<file path="src/rtl/dr_select_ctrl.sv">
// JTAG data-register scheduler: instruction latch, BYPASS/IDCODE registers,
// BSR strobe routing and the registered, enable-qualified TDO.
module dr_select_ctrl #(
   parameter int                     IR_WIDTH     = 4,
   parameter logic [31:0]            IDCODE_VALUE = 32'h1BEE_F0C3,
   parameter logic [IR_WIDTH-1:0]    OP_EXTEST    = 'h0,
   parameter logic [IR_WIDTH-1:0]    OP_SAMPLE    = 'h1,
   parameter logic [IR_WIDTH-1:0]    OP_IDCODE    = 'h2,
   parameter logic [IR_WIDTH-1:0]    OP_BYPASS    = 'hF
) (
   input  logic                TCK,
   input  logic                TRST,
   input  logic                tap_reset,
   input  logic                ir_update,
   input  logic [IR_WIDTH-1:0] ir_parallel,
   input  logic                ir_shift,
   input  logic                ir_tdo,
   input  logic                dr_capture,
   input  logic                dr_shift,
   input  logic                dr_update,
   input  logic                TDI,
   input  logic                bsr_tdo,
   output logic                bsr_select,
   output logic                bsr_mode,
   output logic                bsr_capture,
   output logic                bsr_shift,
   output logic                bsr_update,
   output logic [IR_WIDTH-1:0] active_instr,
   output logic [5:0]          shift_count,
   output logic                TDO,
   output logic                tdo_en
);

   logic [IR_WIDTH-1:0] instr_q, instr_d;
   logic                bypass_q, bypass_d;
   logic [31:0]         idcode_q, idcode_d;
   logic [5:0]          cnt_q, cnt_d;
   logic                tdo_q, tdo_d;
   logic                tdo_en_q, tdo_en_d;

   logic sel_bsr, sel_id, sel_byp;
   logic ir_legal;
   logic dr_so;

   always_comb begin
      sel_bsr  = (instr_q == OP_EXTEST) || (instr_q == OP_SAMPLE);
      sel_id   = (instr_q == OP_IDCODE);
      sel_byp  = !sel_bsr && !sel_id;
      ir_legal = (ir_parallel == OP_EXTEST) || (ir_parallel == OP_SAMPLE) ||
                 (ir_parallel == OP_IDCODE) || (ir_parallel == OP_BYPASS);
   end

   always_comb begin
      dr_so = bypass_q;
      unique case (1'b1)
         sel_bsr: dr_so = bsr_tdo;
         sel_id:  dr_so = idcode_q[0];
         default: dr_so = bypass_q;
      endcase
   end

   always_comb begin
      instr_d  = instr_q;
      bypass_d = bypass_q;
      idcode_d = idcode_q;
      cnt_d    = cnt_q;
      tdo_d    = 1'b0;
      tdo_en_d = 1'b0;
      if (tap_reset) begin
         instr_d  = OP_IDCODE;
         bypass_d = 1'b0;
         idcode_d = IDCODE_VALUE;
         cnt_d    = '0;
      end else begin
         // DR ops use the instruction in force before this edge's update
         if (dr_capture) begin
            if (sel_byp) bypass_d = 1'b0;
            if (sel_id)  idcode_d = IDCODE_VALUE;
            cnt_d = '0;
         end else if (dr_shift) begin
            if (sel_byp) bypass_d = TDI;
            if (sel_id)  idcode_d = {TDI, idcode_q[31:1]};
            if (cnt_q != 6'd63) cnt_d = cnt_q + 6'd1;
         end
         if (ir_shift) begin
            tdo_d    = ir_tdo;
            tdo_en_d = 1'b1;
         end else if (dr_shift) begin
            tdo_d    = dr_so;
            tdo_en_d = 1'b1;
         end
         if (ir_update) instr_d = ir_legal ? ir_parallel : OP_BYPASS;
      end
   end

   always_ff @(posedge TCK or posedge TRST) begin
      if (TRST) begin
         instr_q  <= OP_IDCODE;
         bypass_q <= 1'b0;
         idcode_q <= IDCODE_VALUE;
         cnt_q    <= '0;
         tdo_q    <= 1'b0;
         tdo_en_q <= 1'b0;
      end else begin
         instr_q  <= instr_d;
         bypass_q <= bypass_d;
         idcode_q <= idcode_d;
         cnt_q    <= cnt_d;
         tdo_q    <= tdo_d;
         tdo_en_q <= tdo_en_d;
      end
   end

   assign bsr_select   = sel_bsr;
   assign bsr_mode     = (instr_q == OP_EXTEST);
   assign bsr_capture  = dr_capture & sel_bsr & ~tap_reset;
   assign bsr_shift    = dr_shift & sel_bsr & ~tap_reset;
   assign bsr_update   = dr_update & sel_bsr & ~tap_reset;
   assign active_instr = instr_q;
   assign shift_count  = cnt_q;
   assign TDO          = tdo_q;
   assign tdo_en       = tdo_en_q;

endmodule

</file>
<file path="config.mk">
export PLATFORM = sky130hd
export DESIGN_NAME = dr_select_ctrl
export DESIGN_NICKNAME = d
export VERILOG_FILES = /design/src/rtl/dr_select_ctrl.sv
export SDC_FILE = /design/constraint.sdc
export NUM_CORES = 1
export LEC_CHECK = 0
export ABC_AREA = 1
export BUFFER_PORTS_ARGS = -buffer_cell sky130_fd_sc_hd__buf_2
export CAP_MARGIN = 20
export CORE_MARGIN = 4
export CORE_UTILIZATION = 35
export CTS_CLUSTER_DIAMETER = 30
export DETAILED_ROUTE_END_ITERATION = 16
export HOLD_SLACK_MARGIN = 0.1
export PLACE_DENSITY_LB_ADDON = 0.08
export SLEW_MARGIN = 0
export SYNTH_ARGS = -nofsm -noshare
export SYNTH_HDL_FRONTEND = slang
export SYNTH_SLANG_ARGS = --single-unit
export TNS_END_PERCENT = 50
</file>
<file path="constraint.sdc">
create_clock -name TCK -period 1.95 [get_ports TCK]
set_clock_uncertainty 0.2 [all_clocks]
set_input_delay 0.2925 -clock TCK [delete_from_list [all_inputs] [get_ports TCK]]
set_output_delay 0.2925 -clock TCK [all_outputs]
set_load 0.005 [all_outputs]
</file>
==> results of run 1 <==
## how the worst max path moves through the flow
stage | cells after the start | end
finish | 6 | bsr_capture
global route | 6 | bsr_shift
floorplan | 1 | TDO
CTS | 6 | bsr_capture
detailed placement | 6 | idcode_q[2]
global placement | 6 | idcode_q[2]
## flip-flops by register name, indices dropped and copies added, names as in the netlist
signal	count
tdo_en	1
TDO	1
bypass_q	1
active_instr	4
shift_count	6
idcode_q	32
## power breakdown
| group | switching [mW] | leakage, nW | internal [mW] |
|---|---|---|---|
| clock | 0.318 | 0.0481 | 0.254 |
| sequential | 0.0499 | 0.550 | 1.07 |
| combinational | 0.165 | 0.576 | 0.110 |
| total | 0.534 | 1.17 | 1.43 |
## synthesized netlist by cell type, types with 2 or more instances
| master | n |
|---|---|
| sky130_fd_sc_hd__nand2_1 | 71 |
| sky130_fd_sc_hd__nor2_1 | 38 |
| sky130_fd_sc_hd__o21ai_1 | 30 |
| sky130_fd_sc_hd__inv_1 | 16 |
| sky130_fd_sc_hd__buf_4 | 3 |
| sky130_fd_sc_hd__buf_6 | 5 |
| sky130_fd_sc_hd__nor3_1 | 2 |
| sky130_fd_sc_hd__dfstp_2 | 19 |
| sky130_fd_sc_hd__dfrtp_1 | 26 |
| sky130_fd_sc_hd__nand3_1 | 7 |
| sky130_fd_sc_hd__o21ai_0 | 11 |
| sky130_fd_sc_hd__xor2_1 | 2 |
## routing by layer
layer	global-route usage (%)	wire length, microns	vias up
li1	-	-	851
met1	16.1	2060	728
met2	19.1	1810	15
met3	2.94	124	7
met4	3.88	61	0
met5	0	0	-
## worst reg2reg max path: cells and delay by family, from the launching register on
family | cells | cell delay, ns
compound gates | 2 | 0.15
buf+inv | 2 | 0.28
simple gates | 2 | 0.34
flops | 1 | 0.58
## area by class of cell
class	count	area (sq um)
fillers	588	3130
flip-flops and latches	45	1150
multi-input cells	170	773
repair buffers	45	308
well taps	72	90.1
clock buffers	5	68.8
inverters	17	63.8
clock inverters	3	22.5
## cells by family after synthesis
kind of cell | share of synthesized area, %
AO/OA/AOI/OAI | 11.6
XOR/XNOR | 0.849
adder cells (fa/ha/maj) | 0.606
buffers and inverters | 7.33
flip-flops | 55.7
AND/OR/NAND/NOR | 23.9
## repair_timing
action                     4_1_cts  5_1_grt
resized for setup                0        3
hold endpoints to repair        18        0
setup endpoints to repair        0        3
hold buffers                     9        0
==> impl_metrics.yaml, run 1 <==
route:
  per_cell_via_count_in_the_routed_design: 4.48
  routed_wirelength_microns: 4060
  remaining_drc_errors: 0
  drt_iter0_drc: 93
  routedWlPerCell_microns: 11.4
  route.antenna.remaining_nets: 0
  via_count: 1601
  dr.pass1.iters: 4
logic_synthesis:
  synth.avg_cell_area_sq_um: 8.53
  netlist-cell-type-count: 24
  yosysWarnings: 0
  synth_area_leader_cell: "sky130_fd_sc_hd__dfrtp_1"
  post_synth_instance_area_sq_um: 2060
  yosys.area.top_type_share_pct: 31.5
  mappedNetlistNets: 258
  synth_seq_area_share_pct: 55.7
  syn_inst: 242
  ys_seq_elements: 45
  async_flop_share_pct: 100
  ys_dominant_reg_cell: "sky130_fd_sc_hd__dfrtp_1"
  synth_enable_flop_cells: 0
  synth_top_cells_by_area: "sky130_fd_sc_hd__dfrtp_1 32%, sky130_fd_sc_hd__dfstp_2 24%, sky130_fd_sc_hd__nand2_1 13%"
critical_path:
  critical-path-max-stage-delay_ns: 0.40
  reg2regPathDepth: 6
  worstPathCellList: "inv_1, nand2_2, nor2_4, nand2_1, nor2_1, buf_2"
  timing.rr.end: "idcode_q[2]"
  cp-startpoint: "active_instr[2]"
  crit_path_end_kind: "primary output"
  worstSetupPathType: "reg2out"
  timing.critical_path.required_ns: 1.46
  crit_arrival_ns: 1.31
  crit_buf_inv: 2
  r2r-start: "active_instr[1]"
  critPathMaxFanout: 3
  crit_family: "simple AND/OR/NAND/NOR gates"
  register_to_register_path_setup_slack_ns: 0.29
  critical_path.startpoint_type: "flip-flop"
  slowest_stage: "sky130_fd_sc_hd__dfrtp_1"
timing:
  post_route_setup_slack_ns: 0.149
  max-slew-margin-rel_pct: 49.8
  hold_ws_ns: 0.115
  worstMarginPinSlew_ns: 0.748
  setup-tns-final_ns: 0
  min_period_over_period_pct: 92.4
  fmax_mhz: 555
  number_of_setup_violations_in_the_final_report: 0
  hold_viol_final: 0
  rsz0062_at_grt: "no"
  finalCriticalPeriod_ns: 1.80
  timing_max_transition_violations_final: 0
clocking:
  path_clk_slew_ns: 0.08
  cts_sinks: 45
  htreeDepth: 2
  cts_setup_buffers: 0
  ctsRootBufferMaster: "sky130_fd_sc_hd__clkbuf_8"
  maximum_root_to_sink_buffer_count: 2
  number_of_buffers_added_by_the_clock_tree_synthesis_step: 5
  tritoncts: "built"
  worstSkewPairLatency_ns: 0.29
job:
  maxCapViolations: 0
layout:
  final_cell_mix: "70 x sky130_fd_sc_hd__nand2_1, 37 x sky130_fd_sc_hd__nor2_1, 31 x sky130_fd_sc_hd__buf_2, 30 x sky130_fd_sc_hd__o21ai_1, 26 x sky130_fd_sc_hd__dfrtp_1"
  drive_gt1_share_pct: 24.6
  antenna_cells: 0
  layout.cells.non_filler: 357
  area.growth.synth_to_final_pct: 19.9
  final_design_area_no_fill_sq_um: 2480
  layout.cells.most_common: "sky130_fd_sc_hd__nand2_1"
  finalNetCount: 300
  utilization_after_layout_pct: 44.2
global_routing:
  grt_antenna_before_repair: 0
  pin_count_of_the_biggest_net_entering_global_routing: 65
  global_routing_usage_summed_across_all_routing_layers_pct: 12.0
  first_global_vias: 1556
  grt_pass1_wl_microns: 7110
  grt-ovfl-total: 0
placement:
  dpl.hpwl_microns: 2740
  portBuffers: 31
  dp.cells: 340
  detailedPlace.worstSlack_ns: 0.315
  cell_area_after_placement_sq_um: 2280
  gp_routability_congestion: 0.753
hold_path:
  worst_hold_startpoint: "ir_parallel[2]"
  min_delay_worst_endpoint: "active_instr[0]"
  hold_depth: 3
  worstHoldPathType: "in2reg"
pwr:
  power.density_cell_area_nw_per_um2: 794
  peakVddDrop_mv: 0.348
  p_leak_nw: 1.17
  power_total_mw: 1.97
floorplanning:
  number_of_cell_rows: 27
  floorplan.core_area_sq_um: 5610
  top_level_pins: 32
  die_area_sq_um: 7190
  initial_utilization_pct: 36.8
  floorplan.die.width_microns: 84.8
  die-height_microns: 84.8
run_status:
  outcome: "complete, no violations"
No activity file was read; power rests on OpenSTA's default activity.
==> inputs of run 2 (changes only) <==
--- a/config.mk
+++ b/config.mk
@@ -5,9 +5,8 @@
 export SDC_FILE = /design/constraint.sdc
 export NUM_CORES = 1
 export LEC_CHECK = 0
-export ABC_AREA = 1
 export BUFFER_PORTS_ARGS = -buffer_cell sky130_fd_sc_hd__buf_2
-export CAP_MARGIN = 20
+export CAP_MARGIN = 25
 export CORE_MARGIN = 4
 export CORE_UTILIZATION = 35
 export CTS_CLUSTER_DIAMETER = 30
==> run 2 against run 1 <==
Critical path type unchanged. Flip-flop and latch count unchanged. Clock power is 4.9% lower. Die area is 5.8% lower. Sequential share of layout area is 1.1 points higher. Sequential power decreased by 11%. Final cell count down 23%.
==> impl_metrics.yaml, run 2 <==
route:
  via_count: 1419
  remaining_drc_errors: 0
  dr.pass1.iters: 4
  drt_iter0_drc: 62
  per_cell_via_count_in_the_routed_design: 5.18
  routedWlPerCell_microns: 15.0
  route.antenna.remaining_nets: 0
  routed_wirelength_microns: 4100
hold_path:
  hold_depth: 3
  worstHoldPathType: "in2reg"
clocking:
  htreeDepth: 2
  tritoncts: "built"
  worstSkewPairLatency_ns: 0.29
  number_of_buffers_added_by_the_clock_tree_synthesis_step: 5
  cts_sinks: 45
  ctsRootBufferMaster: "sky130_fd_sc_hd__clkbuf_8"
  maximum_root_to_sink_buffer_count: 2
  path_clk_slew_ns: 0.08
pwr:
  peakVddDrop_mv: 0.430
  power_total_mw: 1.76
  power.density_cell_area_nw_per_um2: 727
  p_leak_nw: 1.08
global_routing:
  first_global_vias: 1451
  grt_antenna_before_repair: 0
  global_routing_usage_summed_across_all_routing_layers_pct: 13.4
  pin_count_of_the_biggest_net_entering_global_routing: 46
  grt_pass1_wl_microns: 6840
  grt-ovfl-total: 0
logic_synthesis:
  ys_dominant_reg_cell: "sky130_fd_sc_hd__dfrtp_1"
  post_synth_instance_area_sq_um: 1930
  yosys-top-cells-count: "26 x sky130_fd_sc_hd__dfrtp_1, 19 x sky130_fd_sc_hd__dfstp_2, 18 x sky130_fd_sc_hd__o22a_1"
  ys_seq_elements: 45
  yosys.area.top_type_share_pct: 33.7
  async_flop_share_pct: 100
  synth_seq_area_share_pct: 59.5
  synth.avg_cell_area_sq_um: 12.6
  mappedNetlistNets: 170
  synth_area_leader_cell: "sky130_fd_sc_hd__dfrtp_1"
  syn_inst: 154
  synth_top_cells_by_area: "sky130_fd_sc_hd__dfrtp_1 34%, sky130_fd_sc_hd__dfstp_2 26%, sky130_fd_sc_hd__o22a_1 8.2%"
  yosysWarnings: 0
  synth_enable_flop_cells: 0
  synth_most_common_cell: "sky130_fd_sc_hd__dfrtp_1"
  netlist-cell-type-count: 35
placement:
  gp_routability_congestion: 0.811
  portBuffers: 31
  dpl.hpwl_microns: 2660
timing:
  rsz0062_at_grt: "yes"
  timing_max_transition_violations_final: 0
  min_period_over_period_pct: 94.8
  finalCriticalPeriod_ns: 1.85
  fmax_mhz: 541
  max-slew-margin-rel_pct: 60.9
  worstMarginPinSlew_ns: 0.586
  setup-tns-final_ns: 0
  hold_viol_final: 0
  number_of_setup_violations_in_the_final_report: 0
floorplanning:
  die_area_sq_um: 6780
  initial_utilization_pct: 36.9
  floorplan.die.width_microns: 82.3
  top_level_pins: 32
  number_of_cell_rows: 26
  floorplan.core_area_sq_um: 5240
  die-height_microns: 82.3
layout:
  max_reg_flops: 32
  final_cell_mix: "31 x sky130_fd_sc_hd__buf_2, 26 x sky130_fd_sc_hd__dfrtp_1, 19 x sky130_fd_sc_hd__dfstp_2, 18 x sky130_fd_sc_hd__o22a_1, 13 x sky130_fd_sc_hd__a22o_1"
  finalNetCount: 219
  antenna_cells: 0
  utilization_after_layout_pct: 46.2
  drive_gt1_share_pct: 37.3
  area.growth.synth_to_final_pct: 25.0
  register_with_the_most_flip_flops: "idcode_q"
  layout.cells.most_common: "sky130_fd_sc_hd__buf_2"
critical_path:
  crit_path_end_kind: "primary output"
  timing.critical_path.required_ns: 1.46
  crit_arrival_ns: 1.36
  worstSetupPathType: "reg2out"
  reg2regPathDepth: 3
  critPathMaxFanout: 3
  critical_path.startpoint_type: "flip-flop"
run_status:
  outcome: "complete, no violations"
job:
  maxCapViolations: 0
[run 2: worst max-delay path, stage by stage, from the launching register on]
cell                      delay (ns)
sky130_fd_sc_hd__dfrtp_1        0.40
sky130_fd_sc_hd__buf_6          0.13
sky130_fd_sc_hd__nor4_4         0.27
sky130_fd_sc_hd__and2_1         0.16
sky130_fd_sc_hd__buf_2          0.10
[run 2: repair_timing]
item,CTS,global route
hold endpoints to repair,32,0
setup endpoints to repair,3,3
setup buffers,1,3
pin swaps,0,2
cloned,0,0
hold buffers,6,0
gates resized for setup,2,1
[run 2: per-layer routing]
layer	wire length (microns)	track usage (%)
met5	0	0
met4	61	4.98
met3	215	3.36
met2	1980	21.2
met1	1840	17.6
[run 2: report_power, final]
| group | switching (mW) | internal (mW) |
|---|---|---|
| Combinational | 0.114 | 0.101 |
| Sequential | 0.0206 | 0.977 |
| Clock | 0.294 | 0.252 |
[run 2: final cells by class]
cell class,instances,area (sq um)
clock buffers,7,76.3
clock inverters,1,5.00
fillers,494,2820
inverters,2,7.51
multi-input cells,98,729
flip-flops and latches,45,1150
well taps,70,87.6
repair buffers,51,362
[run 2: final timing paths]
check / start / endpoint / slack (ns)
worst min-delay path: dr_capture / bypass_q / 0.15
worst max register to register: active_instr[1] / idcode_q[30] / 0.16
min in group asynchronous: TRST / active_instr[2] / 0.48
max in group asynchronous: TRST / idcode_q[6] / 0.69
worst max-delay path: active_instr[2] / bsr_shift / 0.10
worst min register to register: idcode_q[29] / idcode_q[29] / 0.31
[run 2: cell families after synthesis]
kind of cell / after synthesis / synth area share, %
multiplexers: 2 / 1.04
flip-flops: 45 / 59.5
AO/OA/AOI/OAI: 56 / 23.2
AND/OR/NAND/NOR: 39 / 12.0
adder cells (fa/ha/maj): 1 / 0.647
buffers and inverters: 11 / 3.56
[run 2: metrics by stage]
step / hold WS [ns] / std cells / setup WS [ns] / area (sq um)
final: 0.154 / 274 / 0.101 / 2420
after CTS: 0.147 / 271 / 0.0569 / 2390
after detailed placement: 0.268 / 256 / 0.158 / 2230
after floorplan: 0.183 / 154 / 0.185 / 1930
after global placement: 0.259 / 256 / 0.191 / 2230
after global routing: 0.166 / 274 / -0.00998 / 2420
